**config.mk**
```make
export PLATFORM = sky130hd
export DESIGN_NAME = bit_frame_deserializer
export DESIGN_NICKNAME = d
export VERILOG_FILES = /design/src/rtl/bit_frame_deserializer_pkg.sv /design/src/rtl/bit_frame_deserializer_out_buffer.sv /design/src/rtl/bit_frame_deserializer.sv
export SDC_FILE = /design/constraint.sdc
export NUM_CORES = 1
export LEC_CHECK = 0
export CAP_MARGIN = 20
export CORE_AREA = 2 2 55 57
export DETAILED_ROUTE_END_ITERATION = 16
export DIE_AREA = 0 0 57 59
export GPL_TIMING_DRIVEN = 1
export PLACE_DENSITY = 0.81
export SLEW_MARGIN = 20
export SYNTH_ARGS = -nofsm -noshare
export SYNTH_HDL_FRONTEND = slang
export SYNTH_HIERARCHICAL = 1
export SYNTH_SLANG_ARGS = --single-unit
```
**constraint.sdc**
```tcl
create_clock -name clkB -period 2 [get_ports clkB]
set_input_delay 0.4 -clock clkB [delete_from_list [all_inputs] [get_ports clkB]]
set_output_delay 0.4 -clock clkB [all_outputs]
set_load 0.02 [all_outputs]
```
**src/rtl/bit_frame_deserializer_pkg.sv**
```systemverilog
// ----------------------------------------------------------------------------
// bit_frame_deserializer_pkg
//   Shared definitions for the serial frame deserializer: FSM state encoding,
//   default parameter values and the idle level of the serial line.
// ----------------------------------------------------------------------------
package bit_frame_deserializer_pkg;

    typedef enum logic [1:0] {
        ST_IDLE  = 2'd0,   // waiting for a start bit (line low)
        ST_DATA  = 2'd1,   // sampling WIDTH data bits, LSB first
        ST_STOP  = 2'd2,   // sampling the stop bit
        ST_BREAK = 2'd3    // bad stop seen, waiting for the line to return high
    } state_e;

    localparam int unsigned DEF_WIDTH     = 8;
    localparam int unsigned DEF_ERR_CNT_W = 8;
    localparam logic        SERIAL_IDLE   = 1'b1;

endpackage : bit_frame_deserializer_pkg

```
**src/rtl/bit_frame_deserializer_out_buffer.sv**
```systemverilog
// ----------------------------------------------------------------------------
// bit_frame_out_buffer
//   One-entry valid/ready holding register for received words. A new word is
//   loaded when the buffer is empty or is being drained in the same cycle;
//   otherwise the new word is dropped and a one-cycle overrun pulse is raised.
// Ports
//   clkB        in   clock
//   reset       in   synchronous, active-high
//   commit      in   a complete, well-framed word is available this cycle
//   commit_bits in   the word to load
//   ready       in   consumer accepts the held word this cycle
//   valid       out  bits holds an unconsumed word
//   bits        out  held word (keeps its last value after being consumed)
//   overrun     out  registered pulse: committed word was dropped
// ----------------------------------------------------------------------------
module bit_frame_out_buffer #(
    parameter int unsigned WIDTH = 8
) (
    input  logic             clkB,
    input  logic             reset,
    input  logic             commit,
    input  logic [WIDTH-1:0] commit_bits,
    input  logic             ready,
    output logic             valid,
    output logic [WIDTH-1:0] bits,
    output logic             overrun
);

    logic             valid_q,   valid_d;
    logic [WIDTH-1:0] bits_q,    bits_d;
    logic             overrun_q, overrun_d;

    always_comb begin
        // NOTE: every signal gets a default before any branch, so no path
        // leaves a value unassigned and no latch is inferred.
        valid_d   = valid_q;
        bits_d    = bits_q;
        overrun_d = 1'b0;
        if (commit) begin
            if (!valid_q || ready) begin
                valid_d = 1'b1;
                bits_d  = commit_bits;
            end else begin
                overrun_d = 1'b1;   // old word wins, new one is lost
            end
        end else if (valid_q && ready) begin
            valid_d = 1'b0;
        end
    end

    always_ff @(posedge clkB) begin
        // NOTE: non-blocking assignments so every register samples the values
        // from before this edge, independent of statement order.
        if (reset) begin
            valid_q   <= 1'b0;
            bits_q    <= '0;
            overrun_q <= 1'b0;
        end else begin
            valid_q   <= valid_d;
            bits_q    <= bits_d;
            overrun_q <= overrun_d;
        end
    end

    assign valid   = valid_q;
    assign bits    = bits_q;
    assign overrun = overrun_q;

endmodule : bit_frame_out_buffer

```
**src/rtl/bit_frame_deserializer.sv**
```systemverilog
// ----------------------------------------------------------------------------
// bit_frame_deserializer
//   Frames a 1-bit serial line (start bit, WIDTH data bits LSB first, stop bit)
//   into parallel words presented on a valid/ready output, and reports framing
//   and overrun errors with a saturating error counter.
// Ports
//   clkB          in   clock, one serial sample per cycle
//   reset         in   synchronous, active-high; aborts any frame in flight
//   io_in         in   serial line, idle high
//   io_out_ready  in   consumer accepts the word this cycle
//   io_out_valid  out  io_out_bits holds an unconsumed word
//   io_out_bits   out  received word
//   io_frame_err  out  one-cycle pulse: stop bit sampled low
//   io_overrun    out  one-cycle pulse: good frame dropped, buffer full
//   io_err_count  out  saturating count of frame_err + overrun pulses
// ----------------------------------------------------------------------------
module bit_frame_deserializer
    import bit_frame_deserializer_pkg::*;
#(
    parameter int unsigned WIDTH     = DEF_WIDTH,
    parameter int unsigned ERR_CNT_W = DEF_ERR_CNT_W
) (
    input  logic                 clkB,
    input  logic                 reset,
    input  logic                 io_in,
    input  logic                 io_out_ready,
    output logic                 io_out_valid,
    output logic [WIDTH-1:0]     io_out_bits,
    output logic                 io_frame_err,
    output logic                 io_overrun,
    output logic [ERR_CNT_W-1:0] io_err_count
);

    localparam int unsigned CNT_W = $clog2(WIDTH);
    localparam logic [CNT_W-1:0] LAST_BIT = CNT_W'(WIDTH - 1);

    state_e               state_q,     state_d;
    logic [CNT_W-1:0]     bit_cnt_q,   bit_cnt_d;
    logic [WIDTH-1:0]     shift_q,     shift_d;
    logic                 frame_err_q, frame_err_d;
    logic [ERR_CNT_W-1:0] err_cnt_q,   err_cnt_d;
    logic                 commit;

    always_comb begin
        state_d     = state_q;
        bit_cnt_d   = bit_cnt_q;
        shift_d     = shift_q;
        frame_err_d = 1'b0;
        commit      = 1'b0;
        unique case (state_q)
            ST_IDLE: begin
                if (io_in != SERIAL_IDLE) begin
                    state_d   = ST_DATA;
                    bit_cnt_d = '0;
                end
            end
            ST_DATA: begin
                shift_d[bit_cnt_q] = io_in;
                bit_cnt_d          = bit_cnt_q + CNT_W'(1);
                if (bit_cnt_q == LAST_BIT) state_d = ST_STOP;
            end
            ST_STOP: begin
                if (io_in == SERIAL_IDLE) begin
                    commit  = 1'b1;
                    state_d = ST_IDLE;
                end else begin
                    frame_err_d = 1'b1;
                    state_d     = ST_BREAK;
                end
            end
            ST_BREAK: begin
                // Only leaving on a high line keeps a stuck-low line to a
                // single frame error.
                if (io_in == SERIAL_IDLE) state_d = ST_IDLE;
            end
            default: state_d = ST_IDLE;
        endcase
    end

    // Overrun and frame_err come from the STOP state on different inputs, so
    // at most one of them is high in any cycle.
    always_comb begin
        err_cnt_d = err_cnt_q;
        if ((frame_err_q || io_overrun) && (err_cnt_q != '1))
            err_cnt_d = err_cnt_q + ERR_CNT_W'(1);
    end

    always_ff @(posedge clkB) begin
        if (reset) begin
            state_q     <= ST_IDLE;
            bit_cnt_q   <= '0;
            // NOTE: the shift register is a plain register, not a memory, so
            // it is reset as well; the output word reads 0 rather than X.
            shift_q     <= '0;
            frame_err_q <= 1'b0;
            err_cnt_q   <= '0;
        end else begin
            state_q     <= state_d;
            bit_cnt_q   <= bit_cnt_d;
            shift_q     <= shift_d;
            frame_err_q <= frame_err_d;
            err_cnt_q   <= err_cnt_d;
        end
    end

    bit_frame_out_buffer #(.WIDTH(WIDTH)) u_out_buffer (
        .clkB        (clkB),
        .reset       (reset),
        .commit      (commit),
        .commit_bits (shift_q),
        .ready       (io_out_ready),
        .valid       (io_out_valid),
        .bits        (io_out_bits),
        .overrun     (io_overrun)
    );

    assign io_frame_err = frame_err_q;
    assign io_err_count = err_cnt_q;

endmodule : bit_frame_deserializer

```
==> results.toml <==
[routing]
dr_total_vias = 1222
drt-initial-drc-count = 15
dr.pass1.iters = 4
detail_route.wl_per_cell_um = 13.7
routed_wirelength_um = 2910
number_of_routed_nets_with_antenna_violations = 0
route.detailed.vias_per_inst = 5.76
post-route-drc-count = 0

[timing]
grt_setup_unrepaired = "false"
max_slew.worst_pin.slew_ns = 0.482
min_period_over_period_pct = 93.1
timing.fmax_mhz = 537
max_slew_margin_pct = 67.8
finalHoldViolations = 0
layout_min_cycle_time_ns = 1.86
finalClockSkew_ns = 0.00490
setup_violations = 0
max_slew_vio_count = 0
tns_ns = 0

[power_and_ir_drop]
vdd.ir_drop.worst_v = 0.000446
power_leakage_nw = 0.626
power_per_cell_area_mw_per_mm2 = 609

[floorplanning]
row_count = 19
fp.dieH_um = 59
design.core.area_mm2 = 0.00271
fp.dieW_um = 57
fp.dieArea_mm2 = 0.00336
design.portCount = 23
initial_standard_cell_utilization_of_the_core_pct = 55.6

[synth]
top_cells_by_area_in_the_synthesized_netlist = "dfxtp_1, nand2b_1, mux2i_1"
post_syn_area_mm2 = 0.00151
synth_top_family_by_area = "simple AND/OR/NAND/NOR gates"
synth.mux.area_fraction_pct = 6.73
netlist_instances = 158
synthFlopType = "dfxtp_1"
net_count_of_the_mapped_netlist = 165
synth_simple_gate_area_share_pct = 25.1
synth_compound_area_share_pct = 19.4
yosys.area_share.adder_pct = 2.49
synth.distinct_cells = 41
async_reset_ff_share_pct = 0
synthDominantCellAreaShare_pct = 42.5
syn_avg_cell_area_um2 = 9.53
synth.yosys.seq_area_share_pct = 42.5
synth_top_area_cell = "dfxtp_1"
yosysWarnings = 6
synthXorXnorAreaFrac_pct = 0
synth_edf_count = 0
yosys_register_bits = 32

[grt]
global_route_usage_over_all_layers_pct = 20.1
grtUsageMet2_pct = 30.5
global_route_track_usage_on_met3_pct = 7.21
first_global_vias = 1150
most_used_routing_layer_in_global_routing = "met2"
overflow = 0
antenna_violations_before_repair = 0
grt_max_degree = 43
wire_length_of_the_first_global_routing_pass_um = 5150
gr-usage-met1_pct = 26.1

[worst_hold_path]
holdCritStartpoint = "u_out_buffer/bits[4]"
worst_hold_path_endpoint = "u_out_buffer/bits[4]"
worstHoldPathType = "flop to flop"
hold_depth = 2

[clock_tree]
cts_repair_resize_count = 0
clock_latency_ns = 0.33
ctsLongestPathBuffers = 2
htree_levels = 2
cts_tree = "built"
cts.repair_timing.setup_buffer_count = 0
tritoncts.num_buffers = 5
clk_pin_slew_worst_paths_ns = 0.09
cts_hold_buffers = 0
ctsRootBufferMaster = "clkbuf_4"
clkSinkCount = 32

[critical_path]
critPathMaxStageDelay_ns = 0.66
worstSetupPathType = "flop to output port"
critical_path.top_delay_family = "buffers and inverters"
r2r_start = "io_err_count[0]"
crit_fanout = 9
timing.reg2reg.setup_slack_ns = 0.47
r2r_cells = 4
timing.critical_path.required_ns = 1.60
end_kind = "output port"
critical_path_buf_inv_count = 1
critPathSlowestCell = "clkdlybuf4s50_1"
timing.rr.end = "io_err_count[4]"
crit_path_cell_trace = "clkdlybuf4s50_1"
crit_arrival_ns = 1.46
worstSetupStartpointType = "flop"

[finish]
layout.nets = 188
most-common-layout-cells = "dfxtp_1, clkdlybuf4s50_1, nand2b_1, a21oi_1"
finish.cell_count_without_fillers = 212
fraction_of_final_layout_cells_sized_beyond_drive_strength_1_pct = 11.6
antenna-diode-count = 0
layout_commonest_cell = "dfxtp_1"
area_growth_pct = 21.1

[placed_design]
routabilityCongestion = 0.747
placed_cells_incl_taps = 205
detailed_place_hpwl_um = 1980
portBuffers = 22

[run_status]
run_status = "complete, no violations"

[job]
max_cap_violations = 0
## kinds of logic after synthesis
| group | count (synthesis) |
|---|---|
| compound gates | 43 |
| buf+inv | 10 |
| simple gates | 60 |
| mux | 10 |
| fa+ha+maj | 3 |
| flops | 32 |
## layer usage
layer / wire length, um / vias to the layer above / share of wire (%)
met5: 0 / - / 0
met4: 53 / 0 / 1.8
met3: 126 / 5 / 4.3
met2: 1330 / 24 / 46
met1: 1400 / 574 / 48
li1: - / 619 / -
## through the flow
step | power (mW) | hold slack [ns] | util (%) | cell area [um2] | setup WS, ns
CTS | 1.13 | 0.482 | 67.3 | 1820 | 0.117
global placement | 0.722 | 0.458 | 64.9 | 1760 | 0.330
global route | 1.16 | 0.502 | 67.3 | 1820 | 0.0493
detailed placement | 0.725 | 0.469 | 64.9 | 1760 | 0.277
finish | 1.11 | 0.478 | 67.3 | 1820 | 0.139
floorplan | 0.702 | 0.448 | - | 1510 | 0.509
## flip-flops by register name, indices dropped and copies added, names as in the netlist
register              flops
bit_cnt_q                 3
io_err_count              8
io_frame_err              1
shift_q                   8
state_q                   2
u_out_buffer/bits         8
u_out_buffer/overrun      1
u_out_buffer/valid        1
## worst max path at each step
| stage | end | startpoint | cells after the start |
|---|---|---|---|
| final | io_err_count[3] | io_err_count[3] | 1 |
| after global placement | u_out_buffer/bits[0] | io_in | 5 |
| after global routing | io_err_count[3] | io_err_count[3] | 1 |
| after detailed placement | u_out_buffer/bits[5] | io_in | 5 |
| after floorplan | io_err_count[0] | io_err_count[0] | 4 |
| after CTS | io_err_count[3] | io_err_count[3] | 1 |
## synth_stat cells (2+ instances only)
library cell,number
nor3_1,4
mux2i_1,9
clkbuf_1,3
nor2b_1,5
a21oi_1,17
dfxtp_1,32
a31oi_1,3
ha_1,3
and2b_1,2
nor2_1,5
nand3_1,6
o21ai_0,9
buf_6,2
nand2_1,4
nand2b_1,20
buf_2,3
nand4_1,3
nor4b_1,2
a211oi_1,4
## cell type report
type	count	area, um2
fill	235	886
multi-input combinational	116	808
timing repair buffer	25	268
sequential	32	641
inverter	1	3.75
tap	31	38.8
clock buffer	7	65.1
## worst min-delay path, cell delays in order, from the launching register on
cell and delay [ns]:
dfxtp_1 0.32, nand2b_1 0.06, mux2i_1 0.06
## where the power goes
part	switching (mW)	leakage [nW]	internal, mW
clock network	0.203	0.0374	0.199
registers	0.00839	0.258	0.642
logic	0.0310	0.330	0.0284
No activity file was read; power rests on OpenSTA's default activity.
